[config.mk]
export PLATFORM = sky130hd
export DESIGN_NAME = events_rate_framer
export DESIGN_NICKNAME = d
export VERILOG_FILES = /design/src/rtl/events_rate_framer.sv
export SDC_FILE = /design/constraint.sdc
export NUM_CORES = 1
export LEC_CHECK = 0
export ABC_AREA = 1
export BUFFER_PORTS_ARGS = -buffer_cell sky130_fd_sc_hd__buf_2
export CAP_MARGIN = 20
export CORE_MARGIN = 5
export CORE_UTILIZATION = 40
export CTS_CLUSTER_DIAMETER = 150
export DETAILED_ROUTE_END_ITERATION = 10
export PLACE_DENSITY = 0.66
export RECOVER_POWER = 25
export SYNTH_ARGS = -nofsm -noshare
export SYNTH_HDL_FRONTEND = slang
export SYNTH_SLANG_ARGS = --single-unit
[constraint.sdc]
create_clock -name clk -period 1.5 [get_ports clk]
set_input_delay 0.225 -clock clk [delete_from_list [all_inputs] [get_ports clk]]
set_output_delay 0.225 -clock clk [all_outputs]
set_load 0.02 [all_outputs]
[src/rtl/events_rate_framer.sv]
// events_rate_framer
// Reads latched per-channel event counts from the rate counter when a window
// completes, and sends them to the host as a byte frame:
//   HEADER_BYTE, sequence, channel counts (channel 0 first, MSB byte first),
//   checksum (8-bit sum of the sequence and count bytes).
// The frame leaves on a valid/ready byte stream. Every output is a flop.
module events_rate_framer #(
  parameter int          COUNTER_LENGTH = 24,
  parameter int          CHANNEL_NUMBER = 2,
  parameter logic [7:0]  HEADER_BYTE    = 8'hA5
) (
  input  logic                                     clk,
  input  logic                                     reset_n,
  input  logic                                     enable,
  input  logic                                     events_rate_ready,
  input  logic [CHANNEL_NUMBER*COUNTER_LENGTH-1:0] event_count,
  output logic                                     read,
  output logic                                     clear,
  output logic [7:0]                               tx_data,
  output logic                                     tx_valid,
  input  logic                                     tx_ready,
  output logic                                     overrun,
  input  logic                                     clear_overrun,
  output logic [15:0]                              frame_count
);

  localparam int W     = CHANNEL_NUMBER * COUNTER_LENGTH;
  localparam int NB    = W / 8;
  localparam int IDX_W = $clog2(NB) + 1;

  generate
    if (COUNTER_LENGTH % 8 != 0) begin : g_bad_counter_length
      $error("events_rate_framer: COUNTER_LENGTH must be a multiple of 8");
    end
    if (CHANNEL_NUMBER < 1 || CHANNEL_NUMBER > 16) begin : g_bad_channel_number
      $error("events_rate_framer: CHANNEL_NUMBER must be in 1..16");
    end
  endgenerate

  typedef enum logic [2:0] {
    S_IDLE, S_READ, S_CAPTURE, S_HEADER, S_SEQ, S_DATA, S_CSUM
  } state_t;

  state_t             state_q, state_d;
  logic [W-1:0]       shadow_q, shadow_d;
  logic [7:0]         csum_q, csum_d;
  logic [IDX_W-1:0]   idx_q, idx_d;
  logic [7:0]         seq_q, seq_d;
  logic [15:0]        frame_count_q, frame_count_d;
  logic               overrun_q, overrun_d;
  logic               en_hist_q, en_hist_d;
  logic               clear_q, clear_d;
  logic               read_q, read_d;
  logic               tx_valid_q, tx_valid_d;
  logic [7:0]         tx_data_q, tx_data_d;
  logic               hs;

  // A byte leaves when the sink takes the presented one.
  assign hs = tx_valid_q & tx_ready;

  // State register and all datapath/output flops.
  // NOTE: sequential blocks use non-blocking (<=) so every flop samples the
  // pre-edge value of the others regardless of statement order.
  // The shadow register is a plain flop bank, so it is reset along with the
  // rest to keep post-reset frame contents deterministic.
  always_ff @(posedge clk or negedge reset_n) begin
    if (!reset_n) begin
      state_q       <= S_IDLE;
      shadow_q      <= '0;
      csum_q        <= '0;
      idx_q         <= '0;
      seq_q         <= '0;
      frame_count_q <= '0;
      overrun_q     <= 1'b0;
      en_hist_q     <= 1'b0;
      clear_q       <= 1'b0;
      read_q        <= 1'b0;
      tx_valid_q    <= 1'b0;
      tx_data_q     <= '0;
    end else begin
      state_q       <= state_d;
      shadow_q      <= shadow_d;
      csum_q        <= csum_d;
      idx_q         <= idx_d;
      seq_q         <= seq_d;
      frame_count_q <= frame_count_d;
      overrun_q     <= overrun_d;
      en_hist_q     <= en_hist_d;
      clear_q       <= clear_d;
      read_q        <= read_d;
      tx_valid_q    <= tx_valid_d;
      tx_data_q     <= tx_data_d;
    end
  end

  // Next-state and datapath: frame sequencing, capture, checksum, counters.
  // NOTE: every variable gets a default at the top of a combinational block so
  // no path leaves it unassigned, which would infer a latch.
  always_comb begin
    state_d       = state_q;
    shadow_d      = shadow_q;
    csum_d        = csum_q;
    idx_d         = idx_q;
    seq_d         = seq_q;
    frame_count_d = frame_count_q;
    overrun_d     = overrun_q;
    en_hist_d     = enable;
    clear_d       = enable & ~en_hist_q;

    if (clear_overrun) overrun_d = 1'b0;

    unique case (state_q)
      S_IDLE: begin
        // Hold off while a window restart is being issued (the edge that
        // raises clear and the cycle clear is high), so read never
        // coincides with clear.
        if (enable && events_rate_ready && !clear_d && !clear_q) state_d = S_READ;
      end
      S_READ: state_d = S_CAPTURE;
      S_CAPTURE: begin
        // Lay the counts out in transmit order: channel 0 in the top bits,
        // so the frame is produced by shifting left one byte at a time.
        for (int ch = 0; ch < CHANNEL_NUMBER; ch++) begin
          shadow_d[(CHANNEL_NUMBER-1-ch)*COUNTER_LENGTH +: COUNTER_LENGTH] =
            event_count[ch*COUNTER_LENGTH +: COUNTER_LENGTH];
        end
        csum_d  = '0;
        state_d = S_HEADER;
      end
      S_HEADER: if (hs) state_d = S_SEQ;
      S_SEQ: begin
        if (hs) begin
          csum_d  = csum_q + tx_data_q;
          idx_d   = '0;
          state_d = S_DATA;
        end
      end
      S_DATA: begin
        if (hs) begin
          csum_d   = csum_q + tx_data_q;
          shadow_d = shadow_q << 8;
          idx_d    = idx_q + 1'b1;
          if (idx_q == IDX_W'(NB-1)) state_d = S_CSUM;
        end
      end
      S_CSUM: begin
        if (hs) begin
          seq_d         = seq_q + 8'd1;
          frame_count_d = frame_count_q + 16'd1;
          // A window already pending at frame end was missed; set beats clear.
          if (events_rate_ready) overrun_d = 1'b1;
          state_d = S_IDLE;
        end
      end
      default: state_d = S_IDLE;
    endcase
  end

  // Output decode from the next state, so outputs come straight from flops.
  always_comb begin
    read_d     = (state_d == S_READ);
    tx_valid_d = 1'b0;
    tx_data_d  = '0;
    unique case (state_d)
      S_HEADER: begin tx_valid_d = 1'b1; tx_data_d = HEADER_BYTE;        end
      S_SEQ:    begin tx_valid_d = 1'b1; tx_data_d = seq_d;              end
      S_DATA:   begin tx_valid_d = 1'b1; tx_data_d = shadow_d[W-1 -: 8]; end
      S_CSUM:   begin tx_valid_d = 1'b1; tx_data_d = csum_d;             end
      default:  ;
    endcase
  end

  assign read        = read_q;
  assign clear       = clear_q;
  assign tx_data     = tx_data_q;
  assign tx_valid    = tx_valid_q;
  assign overrun     = overrun_q;
  assign frame_count = frame_count_q;

endmodule

==> impl_metrics.ini, run 1 <==
[outcome]
status = finished, violations left
violations = setup timing

[clock_tree]
clk_latency_ns = 0.35
clkTransAtPathRegs_ns = 0.07
cts_buffers = 9
cts_tree = done
h-tree-depth = 3
cts_root_buf = clkbuf_16
cts.sinks = 100
clockBufferDepth = 2

[final_layout]
antennaDiodeCount = 0
drive_above_1_share_pct = 47.2
area_growth_syn_to_layout_pct = 55.0
final_nets = 817
fin_cells = 903
stdcell_area_um2 = 7590

[synthesis]
synthTopCellsByArea = dfrtp_1 51%, nand2_1 14%, a22oi_1 4.9%, nand3_1 4.6%, inv_1 3.8%
ys.flop_type = dfrtp_1
syn_area_um2 = 4900
synth_cell_types = 33
syn_area_per_cell_um2 = 8.73
synth_top_area_share_pct = 51.1
synth_area_leader_cell = dfrtp_1
yosysMostFrequentCell = nand2_1
synth_common_cells = 179 x nand2_1, 100 x dfrtp_1, 49 x inv_1
synthCells = 561
synth-seq-cells = 100
synth-edff-count = 0
yosysWarnings = 0
async_flop_share_pct = 100
syn-num-nets = 627
ys_seq_area_share_pct = 51.1

[setup_path]
rrSetupSlack_ns = -0.33
r2r_start = state_q[0]
critPathArrivalTime_ns = 2.10
timing.rr.end = tx_data[0]
reg2regPathDepth = 9
startpoint_type = flop
critPathMaxFanout = 7
crit_required_ns = 1.77
crit_type = reg2reg
end_kind = flop

[power_and_ir_drop]
p_total_w = 0.0119
ir_drop_mv = 0.968
power_density_nw_per_um2 = 1570
p_leak_nw = 3.87

[die]
dieWidth_um = 121
fp.dieArea_um2 = 14600
core_area_um2 = 12000
die_h_um = 121
rows = 40
boundaryPins = 82
start_util_pct = 40.8

[timing]
slew_headroom_pct = 49.4
period_minus_slack_ns = 1.83
rsz0062_at_grt = yes
fmax_ghz = 0.546
hold_violations = 0
finalSetupViolations = 84
fin_crit_sh_pct = 122
hold_slack_ns = 0.0211
finClkSkew_ns = 0.00947
max_slew.worst_pin.slew_ns = 0.758
slew_viol_final = 0
setup_ws_ns = -0.331

[hold_path]
hold_depth = 1
holdPathEnd = en_hist_q
min-delay-start = enable
min_path_type = in2reg

[detailed_routing]
vias = 4708
vias_per_cell = 5.21
ant_nets = 0
finalWirelength_um = 15400
drtIter0Drc = 217
wl_per_cell_um = 17.1
drc = 0
dr.pass1.iters = 4

[placed_design]
place_congestion = 0.834
port_buffers = 81
dp_hpwl_um = 9230
dpl_cell_area_um2 = 6010
dp.cells = 840

[global_route]
grt_pass1_wl_um = 22400
grtUsageTotal_pct = 19.1
overflow = 0
antenna_found_initial = 0
grt_max_degree = 30
grt_pass1_vias = 4730

[run]
drv_cap = 0
[layout make-up]
type | count | area, um^2
Clock buffer | 11 | 243
Clock inverter | 5 | 27.5
Fill cell | 898 | 4420
Inverter | 55 | 236
Multi-Input combinational cell | 388 | 2760
Sequential cell | 100 | 2510
Tap cell | 147 | 184
Timing Repair Buffer | 196 | 1620
Timing Repair inverter | 1 | 16.3
[worst max-delay path, stage by stage, from the launching register on]
cell     delay, ns
dfrtp_1       0.47
inv_2         0.13
buf_12        0.15
nand3_4       0.15
nand2_4       0.08
nor2_4        0.20
nand3_4       0.13
nor2_4        0.24
nand2_1       0.11
nand4_1       0.09
[how the worst max path moves through the flow]
stage / start / to / slack [ns]
5_1_grt: state_q[0] / tx_data[7] / -0.39
6_report: state_q[0] / tx_data[0] / -0.33
4_1_cts: csum_q[0] / tx_data[4] / -0.13
3_5_place_dp: state_q[1] / tx_data[7] / -0.27
2_1_floorplan: tx_data[0] / tx_data[4] / -0.05
3_3_place_gp: state_q[1] / tx_data[7] / -0.22
[placed cells by master (no fill, tap or decap), types with 5 or more instances in the layout]
master and n:
nand2_1 155, dfrtp_1 95, buf_2 79, buf_4 69, inv_1 42, a22oi_2 32
nand3_1 28, buf_6 26, nand2_2 22, nor2_1 18, nand3_2 16, nor2_4 14
xor2_1 14, clkbuf_16 14, nand4_1 11, buf_12 11, nand2_4 9, a22o_1 8
inv_2 7, ha_4 7, nand3_4 6, nor2_2 5, a21oi_1 5, dfrtp_2 5
[logic make-up after synthesis]
family	Yosys count	synth area share, %
xor+xnor	21	3.76
fa+ha+maj	12	3.22
buf+inv	73	6.44
compound gates	62	8.74
simple gates	293	26.8
flops	100	51.1
[sequential cells by signal, indices dropped and copies added, names as in the netlist]
register     cells
idx_q            4
clear            1
csum_q           8
seq_q            8
read             1
en_hist_q        1
frame_count     16
state_q          3
overrun          1
tx_valid         1
tx_data          8
shadow_q        48
[per-layer routing]
layer	track usage (%)	vias up	part of all wire, %
met2	32.0	153	52
met5	0	-	0
li1	-	2216	-
met4	7.29	0	3.4
met3	5.14	48	6.0
met1	23.4	2291	39
[repair_timing]
action	CTS	global route
endpoints found under the hold margin	26	0
setup endpoints to repair	65	72
buffers inserted	20	20
gates cloned	0	7
hold buffers	1	0
pin swaps	16	53
resized for setup	74	125
[power by group]
group / switching (W) / internal (W) / total [W]
combinational: 0.00284 / 0.00271 / 0.00555
clock: 0.00102 / 0.00116 / 0.00218
sequential: 0.000614 / 0.00354 / 0.00415
total: 0.00447 / 0.00741 / 0.0119
[per-stage QoR]
step                TNS, ns  worst slack, ns  utilization [%]
finish               -11.02           -0.331             63.2
global route         -16.18           -0.390             63.2
CTS                  -0.873           -0.130             56.2
detailed placement    -7.24           -0.269             50.0
global placement      -4.97           -0.224             50.0
floorplan           -0.0891          -0.0484                -
Power figures use the tool's default switching activity.
==> inputs of run 2 (changes only) <==
--- a/config.mk
+++ b/config.mk
@@ -14,6 +14,7 @@
 export DETAILED_ROUTE_END_ITERATION = 10
 export PLACE_DENSITY = 0.66
 export RECOVER_POWER = 25
+export SETUP_SLACK_MARGIN = 0.1
 export SYNTH_ARGS = -nofsm -noshare
 export SYNTH_HDL_FRONTEND = slang
 export SYNTH_SLANG_ARGS = --single-unit
==> run 2 against run 1 <==
  * The run still ends with setup timing left
  * Sequential power up 1%
  * Clock power is 8% higher
  * Routed wire length decreased by 5.8%
  * Cell area down 2.2%
  * Critical path type unchanged
  * Clock skew down 0.0020 ns
  * Power down 3.5%
  * Sequential share of layout area grew 0.88 points
  * Critical path depth grew 1
  * Global-route usage shrank 0.14 points
  * Clock-buffer cell count decreased by 1
==> impl_metrics.ini, run 2 (synthesized netlist as in run 1, its figures left out) <==
[global_route]
grt-busiest-layer = met2
grt_max_degree = 34
grt.met1_usage_pct = 23.8
grtUsageTotal_pct = 18.9
grt_use_met3_pct = 4.44
antenna_found_initial = 2
overflow = 0
grt_pass1_vias = 4602
met2_usage_pct = 31.1
grt_pass1_wl_um = 22200

[hold_path]
hold_depth = 1
min-delay-start = enable
holdPathEnd = en_hist_q
min_path_type = in2reg

[timing]
hold_slack_ns = 0.0296
max_slew.worst_pin.slew_ns = 0.881
finClkSkew_ns = 0.00744
fmax_ghz = 0.575
slew_viol_final = 0
hold_violations = 0
fin_crit_sh_pct = 116
rsz0062_at_grt = yes
period_minus_slack_ns = 1.74
slew_headroom_pct = 41.2
setup_ws_ns = -0.240
finalSetupViolations = 41

[setup_path]
crit_required_ns = 1.77
startpoint_type = flop
end_kind = flop
rrSetupSlack_ns = -0.24
critPathMaxFanout = 7
timing.rr.end = tx_data[4]
reg2regPathDepth = 10
crit_type = reg2reg
r2r_start = tx_valid
critPathArrivalTime_ns = 2.01

[detailed_routing]
drtIter0Drc = 262
ant_nets = 0
dr.pass1.iters = 4
drc = 0
vias_per_cell = 5.17
wl_per_cell_um = 16.5
finalWirelength_um = 14500
vias = 4555

[final_layout]
largest_reg_flops = 48
drive_above_1_share_pct = 47.2
area_growth_syn_to_layout_pct = 51.7
fin_cells = 881
final_nets = 794
largest_register = shadow_q
final_common_cell = nand2_1
utilization_pct = 61.8
layout_common_cells = 152 x nand2_1, 86 x dfrtp_1, 78 x buf_2

[clock_tree]
cts_root_buf = clkbuf_16
clk_latency_ns = 0.34
cts.sinks = 100
clockBufferDepth = 2
cts_buffers = 9
h-tree-depth = 3
cts_tree = done
clkTransAtPathRegs_ns = 0.07

[power_and_ir_drop]
power_density_nw_per_um2 = 1540
ir_drop_mv = 0.848
p_total_w = 0.0115
p_leak_nw = 3.75

[placed_design]
port_buffers = 81
dp_hpwl_um = 9080
place_congestion = 0.883
dp.cells = 823
pre_cts_slack_ns = -0.288

[die]
boundaryPins = 82
fp.dieArea_um2 = 14600
start_util_pct = 40.8
dieWidth_um = 121
die_h_um = 121
core_area_um2 = 12000
rows = 40

[outcome]
status = finished, violations left
violations = setup timing

[run]
drv_cap = 0
run 2: power by group:
part / leakage, nW / switching (W) / internal [W] / total [W]
Combinational: 2.36 / 0.00253 / 0.00238 / 0.00491
Sequential: 1.25 / 0.000657 / 0.00355 / 0.00420
Clock: 0.144 / 0.00102 / 0.00134 / 0.00235
Total: 3.75 / 0.00420 / 0.00726 / 0.0115
run 2: timing repair:
| item | in CTS | in global routing |
|---|---|---|
| endpoints found under the hold margin | 27 | 0 |
| setup buffers | 24 | 17 |
| setup endpoints to repair | 95 | 92 |
| pin swaps | 26 | 59 |
| hold buffers | 1 | 0 |
| gates cloned | 2 | 3 |
| resized for setup | 101 | 83 |
run 2: layer usage:
metal  wire length, um  up-vias
met1              6060     2235
met5                13        -
met4               291        2
met3               738       20
li1                  -     2173
met2              7410      125
run 2: worst max-delay path, cell delays in order (launching register included):
cell and delay, ns:
dfrtp_2 0.43, nand2_4 0.11, clkinvlp_4 0.19, nand3_2 0.14, nand2_2 0.07, nor2_4 0.13
buf_6 0.12, nand3_4 0.09, nor2_4 0.22, nand2_1 0.09, nand3_1 0.08
run 2: worst max-delay path by stage:
stage                     from          to  cells past startpoint  slack (ns)
global placement    state_q[1]  tx_data[6]                      9       -0.26
floorplan           tx_data[0]  tx_data[4]                      9       -0.04
detailed placement  state_q[1]  tx_data[6]                      9       -0.29
finish                tx_valid  tx_data[4]                     10       -0.24
global route          tx_valid  tx_data[4]                     10       -0.34
CTS                  csum_q[0]  tx_data[4]                      9       -0.19
run 2: per-stage QoR:
step	instance area (um^2)	setup TNS, ns
floorplan	5070	-0.0498
global placement	6010	-5.18
detailed placement	6010	-8.10
CTS	6880	-2.22
global route	7430	-7.53
finish	7430	-3.62
run 2: layout make-up:
cell class / count / area [um^2]
fillers: 978 / 4580
flip-flops and latches: 100 / 2520
multi-input cells: 388 / 2750
inverters: 55 / 228
diodes: 1 / 2.50
clock buffers: 10 / 239
well taps: 147 / 184
repair buffers: 174 / 1440
clock inverters: 6 / 63.8
